## config.mk

```make
export PLATFORM = sky130hd
export DESIGN_NAME = sim_end_mon
export DESIGN_NICKNAME = d
export VERILOG_FILES = /design/src/rtl/sim_end_mon_pkg.sv /design/src/rtl/sim_end_mon_port.sv /design/src/rtl/sim_end_mon.sv
export SDC_FILE = /design/constraint.sdc
export NUM_CORES = 1
export LEC_CHECK = 0
export ABC_CLOCK_PERIOD_IN_PS = 3500
export CORE_ASPECT_RATIO = 1.5
export CORE_MARGIN = 1
export CORE_UTILIZATION = 48
export CTS_BUF_LIST = sky130_fd_sc_hd__clkbuf_8
export DETAILED_ROUTE_END_ITERATION = 10
export MAX_ROUTING_LAYER = met4
export PLACE_DENSITY_LB_ADDON = 0.2
export SYNTH_ARGS = -nofsm -noshare
export SYNTH_HDL_FRONTEND = slang
export SYNTH_SLANG_ARGS = --single-unit
```

## constraint.sdc

```tcl
create_clock -name clk_i -period 3.5 [get_ports clk_i]
set_clock_uncertainty 0.15 [all_clocks]
set_input_delay 0.35 -clock clk_i [delete_from_list [all_inputs] [get_ports clk_i]]
set_output_delay 0.35 -clock clk_i [all_outputs]
set_load 0.05 [all_outputs]
```

## src/rtl/sim_end_mon_pkg.sv

```systemverilog
// ----------------------------------------------------------------------------
// sim_end_mon_pkg
// Shared types and constants for the simulation-termination monitor.
//   state_e      : monitor FSM state encoding (IDLE, RUN, DRAIN, DONE), 2 bits
//   TimeoutCode  : status word captured when the watchdog terminates a run
// ----------------------------------------------------------------------------
package sim_end_mon_pkg;

   typedef enum logic [1:0] {
      IDLE  = 2'd0,
      RUN   = 2'd1,
      DRAIN = 2'd2,
      DONE  = 2'd3
   } state_e;

   localparam logic [31:0] TimeoutCode = 32'hFFFF_FFFF;

endpackage

```

## src/rtl/sim_end_mon_port.sv

```systemverilog
// ----------------------------------------------------------------------------
// sim_end_mon_port
// Combinational snoop of one memory write port. Flags a write to the
// end-of-sim byte address and presents the write data zero-extended to 32 bits.
// Ports:
//   req_i    in  1          port request
//   write_i  in  1          write qualifier
//   addr_i   in  WordAw     word address
//   wdata_i  in  DataWidth  write data
//   hit_o    out 1          write to EndAddr this cycle
//   data_o   out 32         wdata_i zero-extended
// ----------------------------------------------------------------------------
module sim_end_mon_port
   import sim_end_mon_pkg::*;
#(
   parameter int unsigned          AddrWidth = 32,
   parameter int unsigned          WordAw    = 16,
   parameter int unsigned          DataWidth = 32,
   parameter logic [AddrWidth-1:0] MemBase   = 32'h1000_0000,
   parameter logic [AddrWidth-1:0] EndAddr   = 32'h1000_7ff8
) (
   input  logic                 req_i,
   input  logic                 write_i,
   input  logic [WordAw-1:0]    addr_i,
   input  logic [DataWidth-1:0] wdata_i,
   output logic                 hit_o,
   output logic [31:0]          data_o
);

   logic [AddrWidth-1:0] byte_off;
   logic [AddrWidth-1:0] byte_addr;

   // Word address to byte offset; the sum deliberately wraps in AddrWidth bits.
   assign byte_off  = AddrWidth'({addr_i, 2'b00});
   assign byte_addr = MemBase + byte_off;

   assign hit_o  = req_i & write_i & (byte_addr == EndAddr);
   assign data_o = 32'(wdata_i);

endmodule

```

## src/rtl/sim_end_mon.sv

```systemverilog
// ----------------------------------------------------------------------------
// sim_end_mon
// Simulation-termination monitor. Snoops NumPorts memory write ports for a
// write to EndAddr, captures the written status word, waits DrainCycles so
// console output can flush, then raises a sticky end_o. An optional RUN-state
// watchdog (TimeoutCycles != 0) ends hung runs with TimeoutCode.
// Optional feature macro: SIM_END_MON_DISPLAY_EN -- when defined, prints the
// result and calls $finish on DONE entry (simulation only).
// Ports:
//   clk_i      in  1                     clock
//   rst_ni     in  1                     asynchronous active-low reset
//   enable_i   in  1                     arms the monitor
//   req_i      in  NumPorts              per-port request
//   write_i    in  NumPorts              per-port write qualifier
//   addr_i     in  NumPorts x WordAw     per-port word address
//   wdata_i    in  NumPorts x DataWidth  per-port write data
//   end_o      out 1                     sticky end-of-simulation
//   pass_o     out 1                     captured code == PassCode, no timeout
//   timeout_o  out 1                     sticky watchdog fired
//   code_o     out 32                    captured status word
//   state_o    out 2                     current FSM state
// ----------------------------------------------------------------------------
module sim_end_mon
   import sim_end_mon_pkg::*;
#(
   parameter int unsigned          NumPorts      = 2,
   parameter int unsigned          AddrWidth     = 32,
   parameter int unsigned          WordAw        = 16,
   parameter int unsigned          DataWidth     = 32,
   parameter logic [AddrWidth-1:0] MemBase       = 32'h1000_0000,
   parameter logic [AddrWidth-1:0] EndAddr       = 32'h1000_7ff8,
   parameter logic [31:0]          PassCode      = 32'h0,
   parameter int unsigned          DrainCycles   = 16,
   parameter int unsigned          TimeoutCycles = 0
) (
   input  logic                                clk_i,
   input  logic                                rst_ni,
   input  logic                                enable_i,
   input  logic [NumPorts-1:0]                 req_i,
   input  logic [NumPorts-1:0]                 write_i,
   input  logic [NumPorts-1:0][WordAw-1:0]     addr_i,
   input  logic [NumPorts-1:0][DataWidth-1:0]  wdata_i,
   output logic                                end_o,
   output logic                                pass_o,
   output logic                                timeout_o,
   output logic [31:0]                         code_o,
   output logic [1:0]                          state_o
);

   localparam logic        WdEn      = (TimeoutCycles != 0);
   localparam logic [31:0] WdLast    = WdEn ? 32'(TimeoutCycles - 1) : 32'd0;
   localparam logic [31:0] DrainLast = 32'(DrainCycles);

   logic [NumPorts-1:0]       hit;
   logic [NumPorts-1:0][31:0] port_data;
   logic                      any_hit;
   logic [31:0]               hit_data;

   state_e      state_q;
   logic [31:0] run_cnt_q;
   logic [31:0] drain_cnt_q;
   logic        end_q;
   logic        pass_q;
   logic        timeout_q;
   logic [31:0] code_q;

   for (genvar p = 0; p < NumPorts; p++) begin : g_port
      sim_end_mon_port #(
         .AddrWidth (AddrWidth),
         .WordAw    (WordAw),
         .DataWidth (DataWidth),
         .MemBase   (MemBase),
         .EndAddr   (EndAddr)
      ) u_port (
         .req_i   (req_i[p]),
         .write_i (write_i[p]),
         .addr_i  (addr_i[p]),
         .wdata_i (wdata_i[p]),
         .hit_o   (hit[p]),
         .data_o  (port_data[p])
      );
   end

   // Scan from the top down so the lowest-index hitting port wins.
   always_comb begin
      any_hit  = 1'b0;
      hit_data = '0;
      for (int p = NumPorts - 1; p >= 0; p--) begin
         if (hit[p]) begin
            any_hit  = 1'b1;
            hit_data = port_data[p];
         end
      end
   end

   always_ff @(posedge clk_i or negedge rst_ni) begin
      if (!rst_ni) begin
         state_q     <= IDLE;
         run_cnt_q   <= '0;
         drain_cnt_q <= '0;
         end_q       <= 1'b0;
         pass_q      <= 1'b0;
         timeout_q   <= 1'b0;
         code_q      <= '0;
      end else begin
         case (state_q)
            IDLE: begin
               if (enable_i) begin
                  state_q   <= RUN;
                  run_cnt_q <= '0;
               end
            end
            RUN: begin
               // A real status write takes precedence over the watchdog.
               if (any_hit) begin
                  state_q     <= DRAIN;
                  code_q      <= hit_data;
                  drain_cnt_q <= '0;
               end else if (WdEn && (run_cnt_q == WdLast)) begin
                  state_q     <= DRAIN;
                  code_q      <= TimeoutCode;
                  timeout_q   <= 1'b1;
                  drain_cnt_q <= '0;
               end else if (!enable_i) begin
                  state_q   <= IDLE;
                  run_cnt_q <= '0;
               end else if (run_cnt_q != '1) begin
                  run_cnt_q <= run_cnt_q + 32'd1;
               end
            end
            DRAIN: begin
               // Counter visits 0..DrainCycles; DONE is entered DrainCycles+1
               // edges after the terminating write.
               if (drain_cnt_q == DrainLast) begin
                  state_q <= DONE;
                  end_q   <= 1'b1;
                  pass_q  <= (code_q == PassCode) && !timeout_q;
`ifdef SIM_END_MON_DISPLAY_EN
                  $display("sim_end_mon: code=%08h pass=%0d timeout=%0d",
                           code_q, (code_q == PassCode) && !timeout_q, timeout_q);
                  $finish;
`endif
               end else begin
                  drain_cnt_q <= drain_cnt_q + 32'd1;
               end
            end
            DONE: begin
               state_q <= DONE;
            end
            default: state_q <= IDLE;
         endcase
      end
   end

   assign end_o     = end_q;
   assign pass_o    = pass_q;
   assign timeout_o = timeout_q;
   assign code_o    = code_q;
   assign state_o   = state_q;

endmodule

```

== Word-level counts from Yosys, hierarchy flattened ==
Cells that the tools add are included.
W data, S select, Z words.
Storage, ports and cells
  bits in registers: 68
  latch bits: 0
  bits in writable memories: 0
  bits in read-only memories: 0
  input bits: 103
  word-level logic and storage cells: 44
  memories: 0
Cells by class
  add/sub/neg operators: 3
  $mul: 0
  divide/modulo/power cells: 0
  $lt $le $gt $ge: 0
  equality and inequality tests: 11
  shifts and indexed selects: 0
  multiplexer cells: 12
  bitwise logic cells: 4
  reductions and logical operators: 9
Operator list (count)
  $mux W32: 4
  $eq A32 B29 Y1 const B: 2
  $pmux W32 S2: 1
  $add A29 B18 Y30 const A: 2
  $add A32 B1 Y32 const B: 1
  $eq A32 B5 Y1 const B: 1
  $logic_not A32 Y1: 1
  $mux W2: 4
  $ne A2 B2 Y1 const B: 4
  $pmux W2 S4: 1
  $reduce_and A3 Y1: 2
  $and A1 B1 Y1: 4
  $eq A2 B2 Y1 const B: 2
  $reduce_and A2 Y1: 2
  $ne A3 B3 Y1 const B: 1
  $eq A2 B1 Y1 const B: 1
  $logic_not A2 Y1: 1
  $mux W1: 2
  $reduce_bool A2 Y1: 1
  $logic_and A1 B1 Y1: 1
  $logic_not A1 Y1: 1

== Depth between registers and ports, before layout ==
  depth in word-level cells: 7
  mapped depth: 7
  depth with buffers taken out: 7

== By module ==
A second synthesis with hierarchy kept.
Second synthesis, totals
  cell total of the unflattened synthesis: 467
  area, all modules: 4080.2 um2
By module, submodules not included
  sim_end_mon: instances 1, cells an instance 389, area an instance 3509.6 um2
  sim_end_mon_port: instances 2, cells an instance 39, area an instance 285.3 um2

== Worst setup path after synthesis ==
No wires, ideal clock.
  path kind: reg-to-reg
  start: reg state_q[0], in the netlist state_o[0]
  end: reg code_q[0], in the netlist code_o[0]
  library setup time: 134 ps
  arrival: 1676 ps
  required time: 3216 ps
  setup slack: 1540 ps
  stages on the path, launching flop included: 8
  buffers on the path: 2
  clock period less this slack: 1960 ps
  cells stage by stage: dfrtp_1 > inv_1 > nor4_1 > a32oi_1 > clkbuf_1 > buf_2 > nand2_1 > o21ai_0
On the way
  cells in the longest elaborated chain, start to end: 2
Ends and longest elaborated chain
  start, declared: line sim_end_mon.sv:59  | state_e state_q;
  start signal, assigned: line sim_end_mon.sv:98  | state_q <= IDLE;
  start signal, assigned: line sim_end_mon.sv:109  | state_q <= RUN;
  start signal, assigned: line sim_end_mon.sv:116  | state_q <= DRAIN;
  $eq A2 B1 Y1
  $reduce_and A2 Y1 (no source line)
  end signal, assigned: line sim_end_mon.sv:117  | code_q <= hit_data;
  end signal, assigned: line sim_end_mon.sv:121  | code_q <= TimeoutCode;
  end, declared: line sim_end_mon.sv:65  | logic [31:0] code_q;
Every way passes these cells.
A chain may end at the register's enable or synchronous reset.

== Final worst setup path ==
  start: reg state_q[1], in the netlist state_o[1]
  end: out state_o[1]
RTL lines
  end, declared: line sim_end_mon.sv:47  | output logic [1:0] state_o
No word-level cell between the ends.

==> out/summary.txt <==
Status -> finished clean
Post-synth EDFFs -> 0
Final number of hold-violating endpoints -> 0
Leakage -> 2.30 nW
Cells after synthesis -> 361
WP depth -> 1
Area leader, netlist -> dfrtp_1
Max-cap violations -> 0
Post-Route WL -> 8730 um
Final net count -> 603
Worst Setup Start Kind -> flip-flop
Seq pwr share -> 47.4%
Tcrit/Tclk final -> 64.1%
CP Cell Sequence -> clkdlybuf4s50_1
Peak VDD IR -> 0.214 mV
Row cnt -> 37
Slowest Stage Delay on Critical Path -> 890 ps
Pwr Density -> 318 mW/mm2
R2R setup slack -> 1340 ps
Vias -> 3100
Gr ovfl total -> 0
RSZ-0062 raised after global routing -> no
CTS tree -> built
Worst Hold Class -> reg -> reg
DR WL met3 -> 453 um
Total power -> 1.64 mW
Die Ht -> 107 um
Primary FF master, synth -> dfrtp_1
Synth Register Bits -> 67
Worst Tran Pin Value -> 876 ps
Largest net degree at the start of global routing -> 59
Root Buffer -> clkbuf_8
Internal -> 1.30 mW
Clock Sinks -> 67
Final core utilization -> 74.2%
Max H-tree Level -> 3
Crit-path leading delay family -> buffers and inverters
Min Tclk post-route -> 2240 ps
Vias per std cell -> 5.34
Syn avg cell area -> 9.70 um2
Worst EP required -> 3000 ps
Hold path cells -> 2
Final setup violating endpoints -> 0
Gr usage total -> 24.8%
Comb power frac -> 9.7%
Max layer used -> met4
R2R cell count -> 6
CTS buffer count -> 9
Relative slew slack -> 41.6%
Max-slew violations -> 0
ANT cells -> 0
Number of routed nets with antenna violations -> 0
Number of global-route vias before repair -> 3130
Sw Pwr -> 0.336 mW
Crit path kind -> reg -> out
Die Wd -> 71.7 um
Register area share after synthesis -> 47.9%
Post-synth top area share -> 47.9%
Buf+Inv Stages, Crit Path -> 1
Top-count cell post-synth -> dfrtp_1
1st-pass router iterations -> 4
Synth top cells by count -> dfrtp_1, nand2_1, nor2_1
First-pass GRT wire length -> 14200 um
Initial Utilization -> 50.4%
Clock buffer depth -> 2
Clock slew at reported path FFs -> 70 ps
DR WL/cell -> 15.0 um
Detailed placement HPWL -> 6730 um
Ports -> 140
P&R area growth vs syn -> 47.1%
Fillers -> 525
IO Port Bufs -> 137
Cell Area, Synth -> 0.00350 mm2
Die area -> 0.00765 mm2
Setup TNS -> 0 ps
Synth cell types -> 40
Met1 wire length -> 3550 um
Skew-Pair Late Insertion Delay -> 340 ps
Max FO, Critical Path -> 9
Initial antenna violation count -> 0
# DRC -> 0
Max stage delay cell, worst path -> clkdlybuf4s50_1
Yosys warns -> 1
Core box area -> 0.00694 mm2
Post-cts resize count -> 0
Switching share of power -> 20.5%
Crit. End Element -> output port
Top post-synthesis cells by area -> dfrtp_1, mux2i_1, xnor2_1
Met2 wire length -> 4490 um
Fmax -> 446 MHz
Synth async-reset ratio -> 100%
GPL Wtd Cong -> 0.788
Arrival time at the worst endpoint -> 1740 ps
Initial DRC Count -> 122
Clk pwr share -> 42.9%
Share of cells above drive strength 1 -> 6.18%
-- cells by family (layout without fill, tap and decap cells) --
kind of cell | count (synthesis) | count (layout) | synth area share [%]
AOI/OAI and AO/OA | 41 | 41 | 6.54
xor gates and xnor gates | 29 | 29 | 7.26
and+or+nand+nor | 162 | 162 | 24.6
DFF | 67 | 67 | 47.9
buffers and inverters | 27 | 167 | 3.79
other | 1 | 2 | 0.107
muxes | 32 | 32 | 9.15
adders and majority gates | 2 | 2 | 0.715
-- layer usage --
metal | vias to the layer above | track usage (%)
li1 | 1523 | -
met1 | 1447 | 28.8
met2 | 110 | 41.0
met3 | 20 | 5.45
met4 | 0 | 11.1
met5 | - | -
-- layout by cell type (no fill, tap or decap), drive strengths merged, types with 7 or more instances in the layout --
cell / synthesis / routed
mux2i: 32 / 32
nor4: 9 / 9
nand4: 12 / 12
inv: 9 / 9
clkdlybuf4s50: 0 / 136
xnor2: 22 / 22
nor2: 42 / 42
nand2: 51 / 51
clkbuf: 4 / 10
nor3: 14 / 14
nand3: 12 / 12
xor2: 7 / 7
dfrtp: 67 / 67
o21ai: 34 / 34
-- cell type report --
| type | instances | area, um2 | share of cell area (%) |
|---|---|---|---|
| sequential | 67 | 1680 | 32.5 |
| tap | 78 | 97.6 | 1.89 |
| clock inverter | 5 | 77.6 | 1.51 |
| inverter | 9 | 33.8 | 0.656 |
| multi-input combinational | 268 | 1710 | 33.3 |
| clock buffer | 10 | 138 | 2.67 |
| timing repair buffer | 143 | 1410 | 27.4 |
-- worst paths after layout --
kind / start / end
max: state_o[1] / state_o[1]
min: code_o[29] / code_o[29]
max reg2reg: drain_cnt_q[0] / drain_cnt_q[30]
min reg2reg: code_o[29] / code_o[29]
max in group asynchronous: rst_ni / drain_cnt_q[10]
min in group asynchronous: rst_ni / drain_cnt_q[22]
-- flip-flops by register name, summed over array words and instances (netlist names) --
| signal | flops |
|---|---|
| drain_cnt_q | 32 |
| end_o | 1 |
| state_o | 2 |
| code_o | 32 |
-- power groups by stage --
stage	combinational (mW)	clock [mW]	sequential, mW
after floorplan	0.0237	0	0.793
after detailed placement	0.160	0	0.791
after CTS	0.161	0.716	0.776
after global routing	0.172	0.746	0.776
after global placement	0.158	0	0.791
final	0.159	0.702	0.776
-- what timing repair did --
| action | in CTS | in global routing |
|---|---|---|
| buffers inserted | 0 | 0 |
| setup endpoints to repair | 0 | 0 |
| hold buffers | 1 | 0 |
| hold endpoints to repair | 26 | 0 |
-- through the flow --
step	hold WS [ps]	area (um2)	std cells	worst slack, ps
finish	329	5150	580	1260
global route	357	5150	580	1150
CTS	334	5150	580	1240
detailed placement	319	4930	564	1040
global placement	310	4930	564	1080
floorplan	-95.6	3500	362	1540
-- worst reg2reg max path, stage by stage, from the launching register on --
cell,delay (ps)
dfrtp_1,400
ha_1,220
and4b_1,490
nand4_1,290
nor3_1,290
xnor2_1,150
nor2_1,50
(Power assumes the default switching activity.)
